===== config.mk =====
export PLATFORM = sky130hd
export DESIGN_NAME = tmds_encoder_dvi
export DESIGN_NICKNAME = d
export VERILOG_FILES = /design/src/rtl/tmds_pkg.sv /design/src/rtl/tmds_channel.sv /design/src/rtl/tmds_encoder_dvi.sv
export SDC_FILE = /design/constraint.sdc
export NUM_CORES = 1
export LEC_CHECK = 0
export CAP_MARGIN = 20
export CORE_UTILIZATION = 53
export CTS_BUF_LIST = sky130_fd_sc_hd__clkbuf_16
export DETAILED_ROUTE_END_ITERATION = 7
export PLACE_DENSITY = 0.77
export SYNTH_ARGS = -nofsm -noshare
export SYNTH_HDL_FRONTEND = slang
export SYNTH_SLANG_ARGS = --single-unit

===== constraint.sdc =====
create_clock -name clk_pix -period 8.5 [get_ports clk_pix]
set_clock_uncertainty 0.05 [all_clocks]
set_input_delay 1.275 -clock clk_pix [delete_from_list [all_inputs] [get_ports clk_pix]]
set_output_delay 1.275 -clock clk_pix [all_outputs]
set_load 0.01 [all_outputs]

===== src/rtl/tmds_pkg.sv =====
// Shared TMDS definitions: DVI control symbols, the reset symbol and the
// 8b -> 9b transition-minimising helpers used by every channel.
package tmds_pkg;

  typedef logic [9:0] tmds_sym_t;

  localparam tmds_sym_t CTRL_00 = 10'b1101010100;
  localparam tmds_sym_t CTRL_01 = 10'b0010101011;
  localparam tmds_sym_t CTRL_10 = 10'b0101010100;
  localparam tmds_sym_t CTRL_11 = 10'b1010101011;
  localparam tmds_sym_t RST_SYM = CTRL_00;

  function automatic logic [3:0] popCount8(input logic [7:0] d);
    logic [3:0] n;
    n = '0;
    for (int i = 0; i < 8; i++) begin
      n = n + {3'b000, d[i]};
    end
    return n;
  endfunction

  // Bit 8 of the result records the chosen method: 1 = XOR, 0 = XNOR.
  function automatic logic [8:0] minimizeTransitions(input logic [7:0] d);
    logic [8:0] qm;
    logic [3:0] n1;
    logic       useXnor;
    n1      = popCount8(d);
    useXnor = (n1 > 4'd4) || ((n1 == 4'd4) && !d[0]);
    qm[0]   = d[0];
    for (int i = 1; i < 8; i++) begin
      qm[i] = useXnor ? ~(qm[i-1] ^ d[i]) : (qm[i-1] ^ d[i]);
    end
    qm[8] = ~useXnor;
    return qm;
  endfunction

  function automatic tmds_sym_t ctrlCode(input logic [1:0] ctrl);
    tmds_sym_t sym;
    unique case (ctrl)
      2'b00:   sym = CTRL_00;
      2'b01:   sym = CTRL_01;
      2'b10:   sym = CTRL_10;
      default: sym = CTRL_11;
    endcase
    return sym;
  endfunction

endpackage


===== src/rtl/tmds_channel.sv =====
// One TMDS channel: stage 1 registers the transition-minimised word,
// stage 2 applies DC balancing against this channel's running disparity.
module tmds_channel
  import tmds_pkg::*;
#(
  parameter int CNT_W = 5
) (
  input  logic       i_clk,
  input  logic       i_rst_n,
  input  logic [7:0] i_d,
  input  logic [1:0] i_ctrl,
  input  logic       i_de,
  output tmds_sym_t  o_sym
);

  typedef logic signed [CNT_W-1:0] cnt_t;

  logic [8:0] w_qm;
  logic [8:0] r_qm;
  logic       r_de;
  logic [1:0] r_ctrl;

  logic [3:0] w_n1q;
  logic [3:0] w_n0q;
  cnt_t       w_n1q_ext;
  cnt_t       w_n0q_ext;
  cnt_t       w_diff;
  cnt_t       w_two_q8;
  cnt_t       w_two_nq8;
  logic       w_cnt_zero;
  logic       w_cnt_neg;
  logic       w_cnt_pos;
  logic       w_balanced;
  tmds_sym_t  w_sym_next;
  cnt_t       w_cnt_next;

  tmds_sym_t  r_sym;
  cnt_t       r_cnt;

  assign w_qm = minimizeTransitions(i_d);

  always_ff @(posedge i_clk or negedge i_rst_n) begin
    if (!i_rst_n) begin
      r_qm   <= '0;
      r_de   <= 1'b0;
      r_ctrl <= 2'b00;
    end else begin
      r_qm   <= w_qm;
      r_de   <= i_de;
      r_ctrl <= i_ctrl;
    end
  end

  assign w_n1q      = popCount8(r_qm[7:0]);
  assign w_n0q      = 4'd8 - w_n1q;
  assign w_n1q_ext  = {{(CNT_W-4){1'b0}}, w_n1q};
  assign w_n0q_ext  = {{(CNT_W-4){1'b0}}, w_n0q};
  assign w_diff     = w_n1q_ext - w_n0q_ext;
  assign w_two_q8   = {{(CNT_W-2){1'b0}}, r_qm[8], 1'b0};
  assign w_two_nq8  = {{(CNT_W-2){1'b0}}, ~r_qm[8], 1'b0};
  assign w_cnt_zero = (r_cnt == '0);
  assign w_cnt_neg  = r_cnt[CNT_W-1];
  assign w_cnt_pos  = !w_cnt_neg && !w_cnt_zero;
  assign w_balanced = (w_n1q == 4'd4);

  // w_diff is (ones - zeros); its negation is (zeros - ones).
  always_comb begin
    w_sym_next = RST_SYM;
    w_cnt_next = '0;
    if (!r_de) begin
      w_sym_next = ctrlCode(r_ctrl);
      w_cnt_next = '0;
    end else if (w_cnt_zero || w_balanced) begin
      w_sym_next = {~r_qm[8], r_qm[8], r_qm[8] ? r_qm[7:0] : ~r_qm[7:0]};
      w_cnt_next = r_qm[8] ? (r_cnt + w_diff) : (r_cnt - w_diff);
    end else if ((w_cnt_pos && (w_n1q > 4'd4)) || (w_cnt_neg && (w_n1q < 4'd4))) begin
      w_sym_next = {1'b1, r_qm[8], ~r_qm[7:0]};
      w_cnt_next = r_cnt + w_two_q8 - w_diff;
    end else begin
      w_sym_next = {1'b0, r_qm[8], r_qm[7:0]};
      w_cnt_next = r_cnt + w_diff - w_two_nq8;
    end
  end

  always_ff @(posedge i_clk or negedge i_rst_n) begin
    if (!i_rst_n) begin
      r_sym <= RST_SYM;
      r_cnt <= '0;
    end else begin
      r_sym <= w_sym_next;
      r_cnt <= w_cnt_next;
    end
  end

  assign o_sym = r_sym;

endmodule


===== src/rtl/tmds_encoder_dvi.sv =====
// Three-channel DVI TMDS encoder (blue/green/red), two-stage pipeline.
// Define TMDS_OUT_REG_EN to add a third output register stage.
module tmds_encoder_dvi
  import tmds_pkg::*;
#(
  parameter int CNT_W = 5
) (
  input  logic       clk_pix,
  input  logic       rst_pix_n,
  input  logic [7:0] red,
  input  logic [7:0] green,
  input  logic [7:0] blue,
  input  logic       hsync,
  input  logic       vsync,
  input  logic       de,
  output logic [9:0] tmds_ch0,
  output logic [9:0] tmds_ch1,
  output logic [9:0] tmds_ch2
);

  tmds_sym_t w_sym0;
  tmds_sym_t w_sym1;
  tmds_sym_t w_sym2;

  tmds_channel #(.CNT_W(CNT_W)) u_ch0 (
    .i_clk   (clk_pix),
    .i_rst_n (rst_pix_n),
    .i_d     (blue),
    .i_ctrl  ({vsync, hsync}),
    .i_de    (de),
    .o_sym   (w_sym0)
  );

  tmds_channel #(.CNT_W(CNT_W)) u_ch1 (
    .i_clk   (clk_pix),
    .i_rst_n (rst_pix_n),
    .i_d     (green),
    .i_ctrl  (2'b00),
    .i_de    (de),
    .o_sym   (w_sym1)
  );

  tmds_channel #(.CNT_W(CNT_W)) u_ch2 (
    .i_clk   (clk_pix),
    .i_rst_n (rst_pix_n),
    .i_d     (red),
    .i_ctrl  (2'b00),
    .i_de    (de),
    .o_sym   (w_sym2)
  );

`ifdef TMDS_OUT_REG_EN
  tmds_sym_t r_out0;
  tmds_sym_t r_out1;
  tmds_sym_t r_out2;

  // Extra retiming stage to ease timing into the serializer.
  always_ff @(posedge clk_pix or negedge rst_pix_n) begin
    if (!rst_pix_n) begin
      r_out0 <= RST_SYM;
      r_out1 <= RST_SYM;
      r_out2 <= RST_SYM;
    end else begin
      r_out0 <= w_sym0;
      r_out1 <= w_sym1;
      r_out2 <= w_sym2;
    end
  end

  assign tmds_ch0 = r_out0;
  assign tmds_ch1 = r_out1;
  assign tmds_ch2 = r_out2;
`else
  assign tmds_ch0 = w_sym0;
  assign tmds_ch1 = w_sym1;
  assign tmds_ch2 = w_sym2;
`endif

endmodule


=== Yosys cells after proc, flatten, opt, wreduce, memory -nomap -nowiden ===
Cells that the tools add are included.

* Bitwise operators: 51
* Eq/ne operators: 8
* Mux-type cells: 46
* Order comparisons: 9
* $add $sub $neg: 63
* Reduce and logical (&&, ||, !) cells: 34

{| class="wikitable"
|+ Operator list
! cell !! number
|-
| adder 4 x 1 -> 4 bit || 36
|-
| 2-to-1 mux 10 bit || 9
|-
| 2-to-1 mux 5 bit || 12
|-
| one-hot mux 10 bit (3 select lines) || 1
|-
| subtractor 5 bit || 6
|-
| NOT 1 bit || 27
|-
| equality test 4 x 3 -> 1 bit (second input constant) || 6
|-
| greater-than comparator 4 x 3 -> 1 bit (second input constant) || 6
|-
| 2-to-1 mux 8 bit || 3
|-
| NOT 8 bit || 3
|-
| 2-to-1 mux 1 bit || 21
|-
| bitwise XOR 1 bit || 21
|-
| adder 5 x 3 -> 5 bit || 3
|-
| adder 5 bit || 3
|-
| zero test 5 bit || 3
|-
| subtractor 4 x 4 -> 5 bit || 3
|-
| subtractor 5 x 3 -> 5 bit || 3
|-
| adder 1 x 1 -> 2 bit || 6
|-
| logical AND 1 bit || 12
|-
| < comparator 4 x 3 -> 1 bit (second input constant) || 3
|-
| subtractor 4 bit (first input constant) || 3
|-
| zero test 1 bit || 9
|-
| logical OR 1 bit || 9
|-
| equality test 2 x 1 -> 1 bit (second input constant) || 1
|-
| 2 further kinds || 2
|}

* Word-level logic and storage cells: 222
* Flip-flop bits (word level): 75
* Output and inout port bits: 30

=== Depth between registers and ports, before layout ===
Gate-level depths: netlist of the first run.

* Depth in word-level cells: 29
* Depth in mapped cells: 22
* Mapped depth without buffers: 22

=== Modules after synthesis ===
Synthesis of the first run repeated with hierarchy kept, for this count alone.

* Cells, all modules: 630
* Area total of the unflattened synthesis: 6451.2 µm²

{| class="wikitable"
|+ Modules (own cells, without submodules)
! module !! instances !! area an instance (µm²) !! cells an instance
|-
| tmds_channel (u_ch1) || 1 || 2163.3 || 212
|-
| tmds_channel (u_ch2) || 1 || 2148.3 || 209
|-
| tmds_channel (u_ch0) || 1 || 2135.8 || 208
|-
| tmds_encoder_dvi || 1 || 3.8 || 1
|}

=== Worst setup path before layout of the first run ===
OpenSTA, ideal clock, no wires.

* Path kind: reg-to-reg
* Start: register u_ch2.r_qm[0]
* End: register u_ch2.r_cnt[4]
* Stages on the path, launching flop included: 21
* Library setup time: 125 ps
* Buffers on the path: 0
* Arrival time: 5071 ps
* Period minus slack after synthesis: 5246 ps
* Required time: 8325 ps
* Slack: 3254 ps
* Cells stage by stage: dfrtp_1 ha_1 inv_1 fa_1 fa_1 inv_1 fa_1 inv_1 fa_1 nand2b_1 ha_1 nor2b_1 o21ai_0 o21ai_0 fa_1 nor2_1 a221oi_1 xnor2_1 nand3b_1 o311ai_1 mux2_4

* Cells in the longest elaborated chain, start to end: 14
* Elaborated cells between the ends (all ways): 24
* Those cells by class: add/sub: 13; order compare: 2; eq/ne: 1; mux: 4; reduce/logical: 4

{| class="wikitable"
|+ Ends and longest elaborated chain
! item !! RTL line !! text
|-
| from (decl) || tmds_channel.sv:19 || <nowiki>logic [8:0] r_qm;</nowiki>
|-
| from (signal assigned) || tmds_channel.sv:48 || <nowiki>r_qm <= w_qm;</nowiki>
|-
| adder 1 x 1 -> 2 bit (*) || tmds_pkg.sv:17 || <nowiki>n = n + {3'b000, d[i]};</nowiki>
|-
| adder 4 x 1 -> 4 bit (*) (6 in a row) || tmds_pkg.sv:17 ||
|-
| subtractor 4 bit || tmds_channel.sv:55 || <nowiki>assign w_n0q = 4'd8 - w_n1q;</nowiki>
|-
| subtractor 4 x 4 -> 5 bit || tmds_channel.sv:58 || <nowiki>assign w_diff = w_n1q_ext - w_n0q_ext;</nowiki>
|-
| adder 5 bit || tmds_channel.sv:75, tmds_channel.sv:81 ||
|-
| subtractor 5 x 3 -> 5 bit || tmds_channel.sv:81 || <nowiki>w_cnt_next = r_cnt + w_diff - w_two_nq8;</nowiki>
|-
| 2-to-1 mux 5 bit || tmds_channel.sv:76 || <nowiki>end else if ((w_cnt_pos && (w_n1q > 4'd4)) || (w_cnt_neg && (w_n1q < 4'd4))) begin</nowiki>
|-
| 2-to-1 mux 5 bit (*) || tmds_channel.sv:73 || <nowiki>end else if (w_cnt_zero || w_balanced) begin</nowiki>
|-
| 2-to-1 mux 5 bit (*) || tmds_channel.sv:70 || <nowiki>if (!r_de) begin</nowiki>
|-
| via u_ch2.w_cnt_next[4] || tmds_channel.sv:35 || <nowiki>cnt_t w_cnt_next;</nowiki>
|-
| to (signal assigned) || tmds_channel.sv:91 || <nowiki>r_cnt <= w_cnt_next;</nowiki>
|-
| to (decl) || tmds_channel.sv:38 || <nowiki>cnt_t r_cnt;</nowiki>
|}

The timed path passes the listed nets; every way through them passes the cells marked *.

=== Final worst setup path of the first run ===
Ends and elaborated chain as after synthesis.

==> flow_metrics.env, run 1 <==
export IMPL_critical_path_reg2reg_startpoint="u_ch2.r_qm[0]"
export IMPL_final_period_utilization_pct=66.1
export IMPL_setup_worst_path_start="u_ch2.r_qm[0]"
export IMPL_drt_initial_drc_count=197
export IMPL_gp_congestion=0.912
export IMPL_final_common_cell="inv_1"
export IMPL_cp_slowest_stage_delay_ns=0.62
export IMPL_synthXorXnorAreaFrac_pct=11.9
export IMPL_critPathTopFamily="adder cells"
export IMPL_vias=4331
export IMPL_grt_setup_unrepaired="no"
export IMPL_finalWorstPathRequiredPeriod_ns=5.62
export IMPL_cts_setup_buffers=0
export IMPL_maxClockFrequency_mhz=178
export IMPL_ctsLongestPathBuffers=2
export IMPL_final_nets=787
export IMPL_grt_start_max_net_pins=76
export IMPL_mappedNetlistNets=728
export IMPL_async_flop_share_pct=100
export IMPL_logic_depth_of_the_worst_path_buffers_included=20
export IMPL_netlist_cell_type_count=54
export IMPL_synth_compound_area_share_pct=13.5
export IMPL_cts_tree="yes"
export IMPL_syn_area_per_cell_um2=9.91
export IMPL_synth_simple_area_share_pct=8.33
export IMPL_grt_util_all_layers_pct=23.1
export IMPL_timing_reg2reg_setup_slack_ns=2.88
export IMPL_count_of_endpoints_failing_hold_in_the_final_timing_report=0
export IMPL_synth_edf_count=0
export IMPL_numPortBuffers=58
export IMPL_area_growth_syn_to_layout_pct=17.1
export IMPL_post_route_cells_drive_above_1_share_pct=7.06
export IMPL_crit_top_cell="fa_1"
export IMPL_postCtsHoldBufs=0
export IMPL_route_detailed_wl_per_inst_um=15.3
export IMPL_die_x_um=108
export IMPL_timing_final_max_slew_violations=0
export IMPL_synth_top_family_by_area="adder cells"
export IMPL_tightest_slew_ns=1.20
export IMPL_final_setup_tns_ns=0
export IMPL_ctsHtreeMaxLevel=3
export IMPL_clockRootBuffer="clkbuf_16"
export IMPL_worst_setup_path_end_kind="flip-flop"
export IMPL_critPathCapture="u_ch2.r_cnt[4]"
export IMPL_critPathKind="flip-flop to flip-flop"
export IMPL_layout_cells_most_common_list="inv_1, ha_1, dfrtp_1"
export IMPL_timing_critical_path_buf_inv=3
export IMPL_arrival_time_at_the_worst_endpoint_ns=5.79
export IMPL_detailed_place_hpwl_um=9510
export IMPL_seq_area_frac_synth_pct=31.8
export IMPL_grt_pass1_wl_um=20800
export IMPL_cts_sinks=75
export IMPL_crit_slowest_cell="fa_1"
export IMPL_fp_dieArea_mm2=0.0117
export IMPL_timing_critical_path_required_ns=8.67
export IMPL_synthCells=602
export IMPL_insertedDiodeCount=0
export IMPL_number_of_vias_per_cell_after_detailed_routing=5.37
export IMPL_initial_core_util_pct=54.8
export IMPL_core_rowCount=38
export IMPL_synth_seq_cells=75
export IMPL_design_core_area_mm2=0.0109
export IMPL_run_status="completed"
export IMPL_totalWireLength_um=12300
export IMPL_path_clk_slew_ns=0.06
export IMPL_grt_antenna_before_repair=0
export IMPL_synth_fa_ha_area_share_pct=24.9
export IMPL_reg2reg_to="u_ch2.r_cnt[4]"
export IMPL_firstDrtPassIters=4
export IMPL_critPathMaxFanout=6
export IMPL_final_antenna_net_count=0
export IMPL_reg2regPathDepth=20
export IMPL_clk_insertion_delay_late_ns=0.34
export IMPL_grt_overflow=0
export IMPL_cap_viol_max_count=0
export IMPL_number_of_gates_resized_after_cts=0
export IMPL_critical_path_cell_chain="ha_1, inv_1, fa_1, fa_1, inv_1, fa_1, inv_1, fa_1, nand2b_1, ha_1, nor2b_1, o21ai_0, o21ai_0, fa_1, nor2_1, a221oi_1, xnor2_1, nand3b_1, o311ai_1, mux2_4"
export IMPL_via_count_of_the_first_global_routing_pass=4535
export IMPL_die_height_um=108
export IMPL_drc_errors=0
export IMPL_synth_mux_area_fraction_pct=1.78
export IMPL_setup_violations=0
export IMPL_crit_path_start_kind="flip-flop"
export IMPL_syn_area_mm2=0.00596
export IMPL_synthesis_yosys_warnings=0
export IMPL_cts_buffers_inserted=9
export IMPL_synth_flop_cell="dfrtp_1"
export IMPL_num_io_pins=59
export IMPL_hold_path_class="flip-flop to flip-flop"
export IMPL_max_slew_margin_pct=20.2
[sequential cells by signal, summed over array words and instances (netlist names), 2 cells and up]
name          flops
u_ch1.o_sym      10
u_ch0.r_cnt       5
u_ch1.r_cnt       5
u_ch0.o_sym      10
u_ch1.r_qm        9
u_ch0.r_qm        9
u_ch2.r_cnt       5
u_ch2.o_sym      10
u_ch0.r_ctrl      2
u_ch2.r_qm        9
[final cells by class]
type,count,area [µm²]
Sequential cell,75,1900
Clock buffer,9,225
Multi-Input combinational cell,405,3600
Clock inverter,7,82.6
Fill cell,850,3910
Inverter,111,417
Tap cell,140,175
Timing Repair Buffer,59,586
[cell usage after synthesis, types with 6 or more instances]
| master | number | area [µm²] |
|---|---|---|
| inv_1 | 103 | 387 |
| ha_1 | 61 | 763 |
| dfrtp_1 | 60 | 1500 |
| xnor2_1 | 58 | 508 |
| fa_1 | 36 | 721 |
| nor2_1 | 30 | 113 |
| a21oi_1 | 29 | 145 |
| nand2_1 | 29 | 109 |
| o21ai_0 | 26 | 130 |
| xor2_1 | 21 | 184 |
| dfstp_2 | 15 | 394 |
| a21o_1 | 13 | 97.6 |
| o211ai_1 | 10 | 75.1 |
| mux2i_1 | 8 | 80.1 |
| buf_2 | 6 | 30.0 |
[per-layer routing]
layer  GRT usage [%]  part of all wire [%]  vias to the layer above
li1                -                     -                     2075
met1            29.4                    44                     2128
met2            39.4                    50                       98
met3            3.07                   3.2                       30
met4            9.59                   2.3                        0
met5               0                     0                        -
[cell families after synthesis]
group | Yosys count
fa+ha+maj | 97
compound gates | 117
mux | 10
simple gates | 101
flops | 75
buf+inv | 122
xor+xnor | 80
[worst register-to-register path: cells and delay by family (launching register included)]
| family | cells | cell delay [ns] |
|---|---|---|
| multiplexers | 1 | 0.33 |
| buffers and inverters | 3 | 0.18 |
| AO/OA/AOI/OAI | 4 | 0.78 |
| adder cells (fa/ha/maj) | 7 | 3.07 |
| XOR/XNOR | 1 | 0.16 |
| flip-flops | 1 | 0.40 |
| AND/OR/NAND/NOR | 4 | 0.53 |
[stage by stage]
stage | instance area, µm² | hold slack, ns | util, % | std cells | setup WS [ns]
floorplan | 5960 | 0.422 | - | 602 | 3.25
global placement | 6680 | 0.445 | 61.3 | 790 | 3.08
CTS | 6980 | 0.466 | 64.1 | 806 | 2.84
finish | 6980 | 0.467 | 64.1 | 806 | 2.88
global route | 6980 | 0.497 | 64.1 | 806 | 2.45
detailed placement | 6680 | 0.452 | 61.3 | 790 | 2.87
[worst min-delay path by stage]
| stage | from | end | cells past startpoint | slack [ns] |
|---|---|---|---|---|
| 3_5_place_dp | u_ch0.r_cnt[0] | u_ch0.r_cnt[0] | 1 | 0.45 |
| 6_report | u_ch0.r_cnt[0] | u_ch0.r_cnt[0] | 1 | 0.47 |
| 2_1_floorplan | u_ch2.r_cnt[0] | u_ch2.r_cnt[0] | 1 | 0.42 |
| 4_1_cts | u_ch0.r_cnt[0] | u_ch0.r_cnt[0] | 1 | 0.47 |
| 5_1_grt | u_ch2.r_cnt[0] | u_ch2.r_cnt[0] | 1 | 0.50 |
| 3_3_place_gp | u_ch0.r_cnt[0] | u_ch0.r_cnt[0] | 1 | 0.44 |
Power of run 1 is left out: the tool's default activity adds up to more than one toggle a clock period on the data nets, which glitch-free logic cannot reach.
==> run 2, diff against run 1 <==
PLACE_DENSITY = 0.8   (was 0.77)
clock period = 4.7 ns   (was 8.5 ns; I/O delays follow)
==> run 2 against run 1 <==
The flow now finishes with violations (setup timing). Fmax is 7.9% higher. Clock-buffer cell count unchanged. Cell area is 11% higher. Non-clock buffer count grew 56. Critical path depth is the same. Via count is 10% higher. Sequential share of layout area decreased by 2.7 points. First-iteration DRC count is 11% lower.
==> flow_metrics.env, run 2 (synthesis results as in run 1) <==
export IMPL_vias=4773
export IMPL_via_count_of_the_first_global_routing_pass=4981
export IMPL_postCtsHoldBufs=0
export IMPL_final_hold_worst_slack_ns=0.461
export IMPL_crit_slowest_cell="fa_2"
export IMPL_reg2reg_to="u_ch2.r_cnt[4]"
export IMPL_final_antenna_net_count=0
export IMPL_grt_util_all_layers_pct=25.2
export IMPL_reg2regPathDepth=20
export IMPL_design_core_area_mm2=0.0109
export IMPL_ctsHtreeMaxLevel=3
export IMPL_grt_overflow=0
export IMPL_setup_ws_post_layout_ns=-0.504
export IMPL_die_height_um=108
export IMPL_arrival_time_at_the_worst_endpoint_ns=5.38
export IMPL_tightest_slew_ns=0.948
export IMPL_final_core_util_pct=71.4
export IMPL_drc_errors=0
export IMPL_core_rowCount=38
export IMPL_totalWireLength_um=14700
export IMPL_crit_top_cell="inv_2"
export IMPL_post_route_cells_drive_above_1_share_pct=21.6
export IMPL_cts_tree="yes"
export IMPL_detailed_place_hpwl_um=9500
export IMPL_violated_checks="setup timing"
export IMPL_numPortBuffers=58
export IMPL_max_slew_margin_pct=36.8
export IMPL_finalWorstPathRequiredPeriod_ns=5.20
export IMPL_area_growth_syn_to_layout_pct=30.3
export IMPL_firstDrtPassIters=5
export IMPL_count_of_endpoints_failing_hold_in_the_final_timing_report=0
export IMPL_num_io_pins=59
export IMPL_critical_path_reg2reg_startpoint="u_ch2.r_qm[1]"
export IMPL_final_setup_tns_ns=-0.824
export IMPL_grt_start_max_net_pins=76
export IMPL_post_dp_cell_area_mm2=0.00707
export IMPL_maxClockFrequency_mhz=192
export IMPL_grt_antenna_before_repair=0
export IMPL_grt_setup_unrepaired="yes"
export IMPL_layout_cells_most_common_list="inv_1, dfrtp_1, clkdlybuf4s50_1"
export IMPL_die_x_um=108
export IMPL_clockRootBuffer="clkbuf_16"
export IMPL_number_of_vias_per_cell_after_detailed_routing=5.54
export IMPL_setup_violations=4
export IMPL_timing_critical_path_required_ns=4.87
export IMPL_gp_congestion=0.865
export IMPL_cap_viol_max_count=0
export IMPL_timing_final_max_slew_violations=0
export IMPL_critPathCapture="u_ch2.r_cnt[4]"
export IMPL_cts_buffers_inserted=9
export IMPL_cp_slowest_stage_delay_ns=0.60
export IMPL_hold_path_class="input port to asynchronous set/reset pin"
export IMPL_critPathKind="flip-flop to flip-flop"
export IMPL_fp_dieArea_mm2=0.0117
export IMPL_critPathMaxFanout=3
export IMPL_final_nets=843
export IMPL_final_common_cell="inv_1"
export IMPL_setup_worst_path_start="u_ch2.r_qm[1]"
export IMPL_drt_initial_drc_count=176
export IMPL_insertedDiodeCount=0
export IMPL_ctsLongestPathBuffers=2
export IMPL_crit_path_start_kind="flip-flop"
export IMPL_initial_core_util_pct=54.8
export IMPL_route_detailed_wl_per_inst_um=17.0
export IMPL_run_status="finished, violations left"
export IMPL_critical_path_cell_chain="ha_4, inv_2, fa_1, fa_1, inv_2, fa_2, inv_2, fa_2, nand2b_4, ha_4, nor2b_4, o21ai_4, o21ai_4, fa_2, inv_2, a221oi_2, xnor2_1, nand3b_1, o311ai_2, mux2_4"
export IMPL_timing_reg2reg_setup_slack_ns=-0.50
export IMPL_cts_sinks=75
export IMPL_clk_insertion_delay_late_ns=0.34
export IMPL_path_clk_slew_ns=0.06
export IMPL_grt_pass1_wl_um=22900
export IMPL_final_design_area_no_fill_mm2=0.00777
export IMPL_worst_setup_path_end_kind="flip-flop"
export IMPL_final_period_utilization_pct=111
## run 2: cell count changes in the layout (fill, tap and decap cells not counted), sizes merged
cell / before / now
buf: 2 / 58
bufinv: 1 / 2
clkinv: 3 / 6
clkinvlp: 2 / 0
inv: 112 / 110
## run 2: per-stage QoR
step	setup slack [ns]	instances
4_1_cts	-0.356	854
6_report	-0.504	862
3_3_place_gp	-0.146	829
2_1_floorplan	-0.186	602
5_1_grt	-0.639	862
3_5_place_dp	-0.304	829
## run 2: repair_timing
item | CTS | global route
buffers inserted | 10 | 8
endpoints found under the hold margin | 0 | 0
resized for setup | 24 | 26
pin swaps | 29 | 34
endpoints found under the setup margin | 5 | 6
## run 2: worst min path at each step
| stage | start | end | slack (ns) |
|---|---|---|---|
| 3_3_place_gp | u_ch2.r_cnt[0] | u_ch2.r_cnt[0] | 0.44 |
| 3_5_place_dp | u_ch0.r_cnt[0] | u_ch0.r_cnt[0] | 0.45 |
| 2_1_floorplan | rst_pix_n | u_ch0.o_sym[0] | 0.36 |
| 6_report | rst_pix_n | u_ch1.o_sym[3] | 0.46 |
| 4_1_cts | u_ch0.r_cnt[0] | u_ch0.r_cnt[0] | 0.47 |
| 5_1_grt | u_ch1.r_cnt[0] | u_ch1.r_cnt[0] | 0.50 |
## run 2: area by class of cell
class,count,area (µm²)
Multi-Input combinational cell,405,3940
Fill cell,723,3120
Sequential cell,75,1900
Timing Repair Buffer,115,1030
Inverter,111,422
Clock buffer,9,225
Tap cell,140,175
Clock inverter,7,85.1
## run 2: critical path: cells and delay by family, from the launching register on
family | cells | cell delay, ns
muxes | 1 | 0.32
and+or+nand+nor | 3 | 0.37
AOI/OAI and AO/OA | 4 | 0.68
xor gates and xnor gates | 1 | 0.17
DFF | 1 | 0.41
buffers and inverters | 4 | 0.22
adders and majority gates | 7 | 2.88
## run 2: metal layers
layer	vias up	GRT usage, %	share of wire (%)
met4	0	8.12	3.4
met2	172	45.2	53
met3	42	4.16	5.1
met1	2375	30.6	39
li1	2184	-	-
met5	-	0	0
Power of run 2 is left out for the same reason.
==> run 3, diff against run 2 <==
CTS_CLUSTER_SIZE = 40   (was unset)
HOLD_SLACK_MARGIN = 0.06   (was unset)
==> results of run 3 <==
Final layout, timing and power as in run 2 (identical DEF).
Power of run 3 is left out for the same reason.
